$ cat config.mk
export PLATFORM = sky130hd
export DESIGN_NAME = ntt_sched
export DESIGN_NICKNAME = d
export VERILOG_FILES = /design/src/rtl/ntt_sched.sv
export SDC_FILE = /design/constraint.sdc
export NUM_CORES = 1
export LEC_CHECK = 0
export ABC_AREA = 1
export CELL_PAD_IN_SITES_DETAIL_PLACEMENT = 0
export CELL_PAD_IN_SITES_GLOBAL_PLACEMENT = 1
export CORE_MARGIN = 2
export CORE_UTILIZATION = 41
export DETAILED_ROUTE_END_ITERATION = 16
export HOLD_SLACK_MARGIN = 0.06
export PLACE_DENSITY_LB_ADDON = 0.1
export SYNTH_ARGS = -nofsm -noshare
export SYNTH_HDL_FRONTEND = slang
export SYNTH_SLANG_ARGS = --single-unit
$ cat constraint.sdc
create_clock -name i_clk -period 5.8 [get_ports i_clk]
set_input_delay 0.58 -clock i_clk [delete_from_list [all_inputs] [get_ports i_clk]]
set_output_delay 0.58 -clock i_clk [all_outputs]
set_load 0.01 [all_outputs]
$ cat src/rtl/ntt_sched.sv
// Address/twiddle sequencer for a single Kyber butterfly: walks the 7 layers of a
// 256-point forward or inverse NTT, one butterfly per cycle, and replays the addresses as writes.
module ntt_sched #(
   parameter int LAT = 4
) (
   input  logic       i_clk,
   input  logic       i_rst,
   input  logic       i_start,
   input  logic       i_inv,
   output logic       o_busy,
   output logic       o_done,
   output logic [1:0] o_bf_mode,
   output logic       o_rd_en,
   output logic [7:0] o_rd_addr_a,
   output logic [7:0] o_rd_addr_b,
   output logic [6:0] o_tw_addr,
   output logic       o_wr_en,
   output logic [7:0] o_wr_addr_a,
   output logic [7:0] o_wr_addr_b
);

   localparam int DW = (LAT > 1) ? $clog2(LAT) : 1;
   localparam logic [DW-1:0] DLAST = DW'(LAT - 1);

   typedef enum logic [1:0] {
      S_IDLE  = 2'd0,
      S_RUN   = 2'd1,
      S_DRAIN = 2'd2,
      S_DONE  = 2'd3
   } state_t;

   state_t          r_state, w_state_nxt;
   logic [6:0]      r_i, w_i_nxt;
   logic [2:0]      r_l, w_l_nxt;
   logic            r_inv, w_inv_nxt;
   logic [DW-1:0]   r_dcnt, w_dcnt_nxt;
   logic            w_run_nxt, w_busy_nxt;
   logic [3:0]      w_s;
   logic [7:0]      w_i8, w_len, w_g, w_o, w_a, w_b;
   logic [6:0]      w_tw;
   logic [16:0]     r_dly [LAT];

   always_ff @(posedge i_clk) begin
      if (i_rst) begin
         r_state <= S_IDLE;
         r_i     <= 7'd0;
         r_l     <= 3'd0;
         r_inv   <= 1'b0;
         r_dcnt  <= '0;
      end else begin
         r_state <= w_state_nxt;
         r_i     <= w_i_nxt;
         r_l     <= w_l_nxt;
         r_inv   <= w_inv_nxt;
         r_dcnt  <= w_dcnt_nxt;
      end
   end

   always_comb begin
      w_state_nxt = r_state;
      w_i_nxt     = r_i;
      w_l_nxt     = r_l;
      w_inv_nxt   = r_inv;
      w_dcnt_nxt  = r_dcnt;
      case (r_state)
         S_IDLE: begin
            if (i_start) begin
               w_state_nxt = S_RUN;
               w_inv_nxt   = i_inv;
               w_l_nxt     = 3'd0;
               w_i_nxt     = 7'd0;
            end else begin
               w_state_nxt = S_IDLE;
            end
         end
         S_RUN: begin
            if (r_i == 7'd127) begin
               w_state_nxt = S_DRAIN;
               w_i_nxt     = 7'd0;
               w_dcnt_nxt  = '0;
            end else begin
               w_i_nxt = r_i + 7'd1;
            end
         end
         // Read-free gap so the previous layer's results land before the next layer reads them
         S_DRAIN: begin
            if (r_dcnt == DLAST) begin
               if (r_l == 3'd6) begin
                  w_state_nxt = S_DONE;
               end else begin
                  w_state_nxt = S_RUN;
                  w_l_nxt     = r_l + 3'd1;
               end
            end else begin
               w_dcnt_nxt = r_dcnt + DW'(1);
            end
         end
         S_DONE:  w_state_nxt = S_IDLE;
         default: w_state_nxt = S_IDLE;
      endcase
   end

   // Outputs are registered from next-state values; w_s = log2(len), so g/o are shift/mask
   always_comb begin
      w_run_nxt  = (w_state_nxt == S_RUN);
      w_busy_nxt = (w_state_nxt == S_RUN) || (w_state_nxt == S_DRAIN);
      w_s        = w_inv_nxt ? (4'd1 + {1'b0, w_l_nxt}) : (4'd7 - {1'b0, w_l_nxt});
      w_i8       = {1'b0, w_i_nxt};
      w_len      = 8'd1 << w_s;
      w_g        = w_i8 >> w_s;
      w_o        = w_i8 & (w_len - 8'd1);
      w_a        = (w_g << (w_s + 4'd1)) | w_o;
      w_b        = w_a | w_len;
      // INTT: 256/len wraps to 0 at len=2 in 7 bits, so 0-1-g still yields 127-g
      w_tw       = w_inv_nxt ? ((7'd1 << (4'd8 - w_s)) - 7'd1 - w_g[6:0])
                             : ((7'd1 << (4'd7 - w_s)) + w_g[6:0]);
   end

   always_ff @(posedge i_clk) begin
      if (i_rst) begin
         o_busy      <= 1'b0;
         o_done      <= 1'b0;
         o_bf_mode   <= 2'b11;
         o_rd_en     <= 1'b0;
         o_rd_addr_a <= 8'd0;
         o_rd_addr_b <= 8'd0;
         o_tw_addr   <= 7'd0;
      end else begin
         o_busy      <= w_busy_nxt;
         o_done      <= (w_state_nxt == S_DONE);
         o_bf_mode   <= w_busy_nxt ? {1'b0, w_inv_nxt} : 2'b11;
         o_rd_en     <= w_run_nxt;
         o_rd_addr_a <= w_run_nxt ? w_a : 8'd0;
         o_rd_addr_b <= w_run_nxt ? w_b : 8'd0;
         o_tw_addr   <= w_run_nxt ? w_tw : 7'd0;
      end
   end

   always_ff @(posedge i_clk) begin
      if (i_rst) begin
         for (int k = 0; k < LAT; k++) r_dly[k] <= 17'd0;
      end else begin
         r_dly[0] <= {o_rd_en, o_rd_addr_a, o_rd_addr_b};
         for (int k = 1; k < LAT; k++) r_dly[k] <= r_dly[k-1];
      end
   end

   assign o_wr_en     = r_dly[LAT-1][16];
   assign o_wr_addr_a = r_dly[LAT-1][15:8];
   assign o_wr_addr_b = r_dly[LAT-1][7:0];

endmodule

* Yosys cells after proc, flatten, opt, wreduce, memory -nomap -nowiden
Memories as Yosys holds them, arrays and structs flattened. Cells that the tools add are included.
Word-level totals: register bits after elaboration 43, RAM bits 68, input port bits 4, output and inout bits 45, word-level logic and storage cells 84, memories 1
Cells by class: add/sub/neg operators 12, eq/ne operators 11, shift-type cells 5, mux-type cells 27, bitwise logic cells 9, reductions and logical operators 6
Memories:
- r_dly | words 4, width 17, read ports 4, clocked after Yosys merged registers in 0, wr ports 4, line 41 | logic [16:0] r_dly [LAT];
Operator list (count):
- $mux W17 | 4
- $mux W7 | 3
- $or A8 B8 Y8 | 2
- $pmux W7 S2 | 1
- $shl A1 B4 Y7 const A | 2
- $mux W2 | 6
- $eq A2 B2 Y1 const B | 5
- $mux W3 | 3
- $and A7 B8 Y8 | 1
- $pmux W2 S4 | 1
- $shl A1 B4 Y8 const A | 1
- $shl A8 B4 Y8 | 1
- $shr A7 B4 Y8 | 1
- $sub A8 B1 Y8 const B | 1
- $add A7 B1 Y7 const B | 1
- $add A7 B7 Y7 | 1
- $eq A7 B7 Y1 const B | 1
- $sub A7 B1 Y7 const B | 1
- $sub A7 B7 Y7 | 1
- $mux W1 | 6
- $pmux W3 S2 | 1
- $add A1 B3 Y4 const A | 1
- $add A4 B1 Y4 const B | 1
- $eq A2 B1 Y1 const B | 2
- 16 further kinds | 22

* Logic depth before layout (Yosys ltp)
Gate-level depths: netlist (run 1).
word-level depth 11, depth in mapped cells 31, mapped depth without buffers 30

* Worst setup path before layout (run 1)
Ideal clock, no wire load.
path kind register -> register, start point register r_l[0], end point register o_tw_addr[6], data arrival time 3.946 ns, required time 5.730 ns, slack 1.783 ns, stages on the path, launching flop included 30, buffers on the path 1, period minus slack after synthesis 4.017 ns, cells stage by stage dfxtp_1 inv_1 ha_1 nand2_1 nand2_1 nand2_1 nand2_1 nand2_1 nand2_2 buf_1 ha_1 or2_2 nand2_1 nand3_1 nand2_1 nand2_1 nand2_2 inv_1 ha_1 fa_1 a21oi_1 o21bai_1 nand2_1 nand2_1 a21oi_1 xnor2_1 inv_1 o21ai_0 nand3_1 a21oi_1
On the way: word-level cells in the longest chain between the ends 11, elaborated cells between the ends (all ways) 24, those cells by class add/sub: 8; eq/ne: 2; shift: 3; mux: 9; bitwise: 1; reduce/logical: 1
RTL lines:
- start: declaration | line 34 | logic [2:0] r_l, w_l_nxt;
- start signal: assignment | line 53 | r_l <= w_l_nxt;
- $add A3 B1 Y3 / $eq A3 B3 Y1 (equally long branches) | line 92, 88
- $mux W3 | line 88 | if (r_l == 3'd6) begin
- $mux W3 | line 87 | if (r_dcnt == DLAST) begin
- $pmux W3 S2 (*) | line 65 | case (r_state)
- named net w_l_nxt[0] | line 34
- $sub A3 B3 Y4 / $add A1 B3 Y4 (equally long branches) | line 107 | w_s = w_inv_nxt ? (4'd1 + {1'b0, w_l_nxt}) : (4'd7 - {1'b0, w_l_nxt});
- $mux W4 (*) | line 107
- $sub A4 B4 Y4 | line 115 | w_tw = w_inv_nxt ? ((7'd1 << (4'd8 - w_s)) - 7'd1 - w_g[6:0])
- $shl A1 B4 Y7 | line 115
- $sub A7 B1 Y7 | line 115
- $sub A7 B7 Y7 | line 115
- $mux W7 (*) | line 115
- end signal: assignment | line 135 | o_tw_addr <= w_run_nxt ? w_tw : 7'd0;
- end: declaration | line 16 | output logic [6:0] o_tw_addr,
Mark *: on every way through the listed nets, which the timed path passes. The rest lies on a longest branch. A chain may end at the register's enable or synchronous reset.

* Worst setup path after layout (run 1)
start point register r_l[0], end point register o_tw_addr[6]
On the way: word-level cells in the longest chain between the ends 11, elaborated cells between the ends (all ways) 24, those cells by class add/sub: 8; eq/ne: 2; shift: 3; mux: 9; bitwise: 1; reduce/logical: 1
RTL lines (line):
- $add A3 B1 Y3 / $eq A3 B3 Y1 (equally long branches) | 92, 88
- $mux W3 | 88
- $mux W3 | 87
- $pmux W3 S2 | 65
- $sub A3 B3 Y4 / $add A1 B3 Y4 (equally long branches) | 107
- $mux W4 | 107
- $sub A4 B4 Y4 | 115
- $shl A1 B4 Y7 | 115
- $sub A7 B1 Y7 | 115
- $sub A7 B7 Y7 | 115
- $mux W7 | 115
Parallel ways exist; a longest one is shown, timed or not.

==> impl_metrics.toml, run 1 <==
[sta]
fin_crit_sh_pct = 76.30
max_freq_ghz = 0.2260
holdWs_ns = 0.3926
hold_violations = 0
slew_viol_final = 0
slew_headroom_pct = 42.61
rsz0062_at_grt = "no"
worst_clock_skew_ns = 0.01110
fin_crit_ns = 4.425
tightest_slew_ns = 0.8609
setup_viol = 0
tns_ns = 0

[status]
status = "complete, no violations"

[final_layout]
antennaDiodeCount = 0
syn_to_final_growth_pct = 18.15
drive_gt1_share_pct = 5.645
final_nets = 771
fin_cells = 891

[global_routing]
grt_overflow = 0
antenna_found_initial = 0
grt_pass1_vias = 3861
groute.usage.overall_pct = 18.23
grt_pass1_wl_mm = 18.52
grt_max_degree = 85

[route]
firstDrtPassIters = 4
drc = 0
dr_total_vias = 4064
wirelength_mm = 11.10
wl_per_cell_um = 12.46
drtAntennaViolNets = 0
viasPerCell = 4.561
drt_iter0_drc = 240

[critical_path]
setup.worst_path.start_class = "flop"
rrSetupSlack_ns = 1.37
worstPathMaxFanout = 19
slowest_stage = "fa_1"
critical_path_class = "reg2reg"
cpPeakStageDelay_ns = 0.40
crit_path_end = "o_tw_addr[6]"
worst-r2r-cell-count = 28
r2r-start = "r_l[0]"
crit_start = "r_l[0]"
end_kind = "flop"
rr_endpoint = "o_tw_addr[6]"
cpMostUsedCell = "nand2_1"
crit_required_ns = 6.08
cp.arrival_ns = 4.71

[cts]
cts_setup_buffers = 0
cts_tree = "done"
clock_latency_ns = 0.36
cts_max_level = 3
cts_hold_buf = 0
clk_path_buf_depth = 2
cts_root_buffer = "clkbuf_16"
cts-resized-gates = 0
path_clk_slew_ns = 0.08
clkSinkCount = 111
cts_buffers = 9

[placement]
dp_cells = 875
port_buffers = 48
dp_hpwl_mm = 8.362
globalplace.congestion = 0.9178

[die]
die_w_um = 113.9
die_h_um = 113.9
start_util_pct = 41.54
rows = 40
ios = 49
coreArea_sq_mm = 0.01191
die-area_sq_mm = 0.01296

[yosys]
synth_top_family_by_area = "simple AND/OR/NAND/NOR gates"
yosys_warnings = 0
syn_avg_cell_area_sq_um = 7.120
seq_area_frac_synth_pct = 44.91
synthXorXnorAreaFrac_pct = 0.5310
synthAdderAreaFrac_pct = 7.383
synth_mux_area_share_pct = 0
synth_area_sq_mm = 0.004948
netlist_instances = 695
synth-seq-cells = 111
synth_cell_type_count = 32
syn_nets = 727
synth_compound_area_share_pct = 5.411
synth_simple_gate_area_share_pct = 29.96

[pwr]
ir_drop_uv = 207.8
p_per_area_mw_per_mm2 = 285.7
p_leak_nw = 2.703

[hold_path]
hold_class = "reg2reg"

[run]
cap_violations = 0
[state kept, by name, indices dropped and copies added (netlist names)]
name	cells
o_tw_addr	7
o_done	1
r_state	2
o_bf_mode	2
o_rd_addr_b	8
r_dcnt	2
r_i	7
r_l	3
o_busy	1
o_rd_addr_a	8
r_dly	68
o_rd_en	1
r_inv	1
[worst max-delay path: cells and delay by family, from the launching register on]
| kind | cells | cell delay [ns] |
|---|---|---|
| buf+inv | 3 | 0.21 |
| flops | 1 | 0.38 |
| simple gates | 15 | 1.81 |
| fa+ha+maj | 4 | 1.22 |
| xor+xnor | 1 | 0.16 |
| compound gates | 5 | 0.56 |
[Yosys cell counts (all sizes together)]
cell type	n	share of area, %
nand4	8	1.0
nor2	127	10
nand2	147	12
nand3	60	6.1
o211ai	1	0.15
inv	137	10
a21boi	1	0.15
a21oi	24	2.5
or2	6	0.76
o211a	1	0.20
fa	2	0.81
xor2	2	0.35
xnor2	1	0.18
and2	1	0.13
dfxtp	111	45
ha	26	6.6
a31oi	1	0.13
clkbuf	12	0.91
buf	4	0.51
nand3b	1	0.15
nor3	1	0.10
o22ai	2	0.25
o21ai	17	1.7
o21bai	2	0.30
[placed cells by master, fill, tap and decap left out, types with 2 or more instances in the layout]
master,netlist,final
clkbuf_16,0,9
dfxtp_1,111,111
nand2_1,141,141
o22ai_1,2,2
nor2_2,5,5
clkinvlp_4,0,2
nor2_4,2,2
nand4_1,8,8
o21ai_0,17,17
o21bai_1,2,2
nand3_1,60,60
fa_1,2,2
inv_1,133,133
nor2_1,120,120
or2_2,6,6
xor2_1,2,2
ha_1,26,26
clkdlybuf4s50_1,0,47
a21oi_1,23,23
nand2_2,5,5
clkinv_8,0,2
inv_2,4,4
[final cells by class]
cell class | count | area, sq um
clock buffers | 9 | 225.2
clock inverters | 7 | 76.32
fillers | 1250 | 6065
inverters | 137 | 514.2
multi-input cells | 431 | 2142
flip-flops and latches | 111 | 2222
well taps | 147 | 183.9
repair buffers | 49 | 483.0
[stage by stage]
stage               cell area [sq um]  utilization, %  total power [mW]  setup slack [ns]
CTS                              5847           49.09             1.693             1.379
floorplan                        4949               -            0.9945             1.783
finish                           5847           49.09             1.670             1.375
detailed placement               5545           46.55             1.080             1.044
global route                     5847           49.09             1.758            0.8029
global placement                 5545           46.55             1.081             1.109
[report_power, final]
part / total [mW] / switching, mW / leakage (nW) / internal (mW)
logic: 0.254 / 0.159 / 1.66 / 0.0950
clock network: 0.610 / 0.306 / 0.140 / 0.304
registers: 0.806 / 0.0130 / 0.900 / 0.793
[how the worst min path moves through the flow]
stage	to	from	cells after the start	slack, ns
after CTS	r_dly[1][2]	r_dly[0][2]	2	0.40
final	r_dly[1][2]	r_dly[0][2]	2	0.39
after global routing	r_dly[3][12]	r_dly[2][12]	2	0.42
after global placement	r_dly[1][11]	r_dly[0][11]	2	0.39
after detailed placement	r_dly[2][2]	r_dly[1][2]	2	0.39
after floorplan	r_dly[1][0]	r_dly[0][0]	2	0.39
[layer usage]
layer  wire length (um)  GRT usage [%]  share of wire [%]  vias to the layer above
li1                   -              -                  -                     2186
met1               5416          23.37                 49                     1806
met2               5192          30.66                 47                       64
met3                335          3.932                3.0                        8
met4                155          6.016                1.4                        0
met5                  0              0                  0                        -
[cells by family (layout without fill, tap and decap cells)]
kind of cell             Yosys count  in the layout
AO/OA/AOI/OAI                     49             49
buffers and inverters            153            202
adder cells (fa/ha/maj)           28             28
AND/OR/NAND/NOR                  351            351
XOR/XNOR                           3              3
flip-flops                       111            111
Power figures use the tool's default switching activity.
==> inputs of run 2 (changes only) <==
--- a/config.mk
+++ b/config.mk
@@ -9,7 +9,7 @@
 export CELL_PAD_IN_SITES_DETAIL_PLACEMENT = 0
 export CELL_PAD_IN_SITES_GLOBAL_PLACEMENT = 1
 export CORE_MARGIN = 2
-export CORE_UTILIZATION = 41
+export CORE_UTILIZATION = 37
 export DETAILED_ROUTE_END_ITERATION = 16
 export HOLD_SLACK_MARGIN = 0.06
 export PLACE_DENSITY_LB_ADDON = 0.1
==> constraint.sdc (replaced) <==
create_clock -name i_clk -period 3.6 [get_ports i_clk]
set_input_delay 0.36 -clock i_clk [delete_from_list [all_inputs] [get_ports i_clk]]
set_output_delay 0.36 -clock i_clk [all_outputs]
set_load 0.01 [all_outputs]
==> impl_metrics.toml, run 2 (synthesis results as in run 1) <==
[final_layout]
fill_cells = 1333
syn_to_final_growth_pct = 38.31
antennaDiodeCount = 0
largest_register_ffs = 68
final_nets = 870
drive_gt1_share_pct = 20.76
final_cell_mix = "134 x nand2_1, 131 x inv_1, 114 x nor2_1"
top_regs = "r_dly: 68 flops, o_rd_addr_a: 8 flops, o_rd_addr_b: 8 flops"
largest_register = "r_dly"
layout_commonest_cell = "nand2_1"
fin_cells = 1019

[global_routing]
grt_max_degree = 84
antenna_found_initial = 0
grt_pass1_vias = 4090
grt_overflow = 0
groute.usage.overall_pct = 17.57
grt_pass1_wl_mm = 19.62

[pwr]
p_comb_share_pct = 19.9
p_seq_share_pct = 44.8
netSwitchingFraction_pct = 28.94
p_total_mw = 2.900
p_per_area_mw_per_mm2 = 423.7
p_leak_nw = 3.209
power_switching_uw = 839.0
ir_drop_uv = 357.6
internal_power_mw = 2.061
clkPwrFrac_pct = 35.3

[sta]
fin_crit_ns = 3.593
max_freq_ghz = 0.2783
fin_ws_ns = 0.006893
slew_headroom_pct = 44.99
fin_crit_sh_pct = 99.81
slew_viol_final = 0
rsz0062_at_grt = "yes"
tightest_slew_ns = 0.8252
holdWs_ns = 0.2877
setup_viol = 0
hold_violations = 0
worst_clock_skew_ns = 0.01493
tns_ns = 0

[placement]
dp_cells = 989
dpl_worst_slack_ns = -0.3247
globalplace.congestion = 0.8716
port_buffers = 48
dp_hpwl_mm = 9.502

[route]
viasPerCell = 4.356
wirelength_mm = 12.47
wl_per_cell_um = 12.23
firstDrtPassIters = 5
drt_iter0_drc = 159
drtAntennaViolNets = 0
dr_total_vias = 4439
drc = 0

[die]
coreArea_sq_mm = 0.01314
start_util_pct = 37.67
die_w_um = 119.6
rows = 42
die-area_sq_mm = 0.01431
die_h_um = 119.6
ios = 49

[critical_path]
end_kind = "flop"
setup.worst_path.start_class = "flop"
cp.arrival_ns = 3.88
critical_path_class = "reg2reg"
worstPathMaxFanout = 4
crit_required_ns = 3.89

[run]
cap_violations = 0

[hold_path]
hold_class = "in2reg"

[cts]
clkSinkCount = 111
cts_root_buffer = "clkbuf_16"
cts_max_level = 3
clock_latency_ns = 0.35
cts_tree = "done"
path_clk_slew_ns = 0.08
cts_hold_buf = 0
cts_buffers = 9
clk_path_buf_depth = 2

[status]
status = "complete, no violations"
==> run 2: changes by cell type in the layout (fill, tap and decap cells not counted), sizes merged <==
| cell | before | now |
|---|---|---|
| inv | 139 | 141 |
| buf | 2 | 101 |
| clkinvlp | 2 | 0 |
==> run 2: timing repair <==
| action | CTS | global route |
|---|---|---|
| pin swaps | 5 | 32 |
| setup endpoints to repair | 1 | 4 |
| resized for setup | 2 | 36 |
| setup buffers | 4 | 10 |
==> run 2: critical path, cell delays in order (launching register included) <==
cell      delay (ns)
dfxtp_2         0.34
inv_2           0.05
ha_4            0.16
nand2_4         0.06
nand2_2         0.05
nand2_1         0.05
nand2_1         0.04
nand2_1         0.08
nand2_2         0.11
ha_4            0.26
or2_4           0.25
nand2_4         0.07
nand4_1         0.10
xor2_1          0.18
nand2_1         0.09
nor2_1          0.06
ha_2            0.18
fa_2            0.39
a21oi_2         0.12
o21bai_1        0.09
nand2_1         0.08
nand2_1         0.07
a21oi_2         0.16
xnor2_2         0.13
inv_1           0.05
o21ai_1         0.07
nand3_1         0.09
a21oi_1         0.13
==> run 2: per-layer routing <==
layer	part of all wire [%]	routed length, um	vias up	GRT usage (%)
li1	-	-	2392	-
met1	49	6117	1994	22.85
met2	48	5965	46	29.54
met3	2.2	271	7	3.802
met4	0.88	110	0	4.706
met5	0	0	-	0
==> run 2: power groups by stage <==
stage | sequential (mW) | combinational, mW | clock [mW]
after floorplan | 1.34 | 0.273 | 0
final | 1.30 | 0.576 | 1.02
after detailed placement | 1.33 | 0.533 | 0
after global routing | 1.30 | 0.642 | 1.11
after CTS | 1.30 | 0.544 | 1.06
after global placement | 1.33 | 0.534 | 0
==> run 2: path summary, 6_finish.rpt <==
| check | startpoint | to | slack [ns] | cells past startpoint |
|---|---|---|---|---|
| worst max-delay path | r_l[0] | o_tw_addr[6] | 0.007 | 27 |
| worst min-delay path | i_rst | r_dcnt[0] | 0.29 | 3 |
| worst max register to register | r_l[0] | o_tw_addr[6] | 0.007 | 27 |
| worst min register to register | r_dly[1][7] | r_dly[2][7] | 0.38 | 2 |
==> run 2: area by class of cell <==
class	instances	area (sq um)	share of cell area, %
sequential	111	2228	32.56
timing repair buffer	148	1237	18.08
multi-input combinational	431	2317	33.86
clock buffer	9	225.2	3.291
inverter	137	519.2	7.587
clock inverter	7	96.34	1.408
tap	176	220.2	3.218
==> run 2: stage by stage <==
step,cell area [sq um],util (%)
after floorplan,5025,-
after global placement,6289,47.87
after detailed placement,6289,47.87
after CTS,6645,50.58
after global routing,6844,52.10
final,6844,52.10
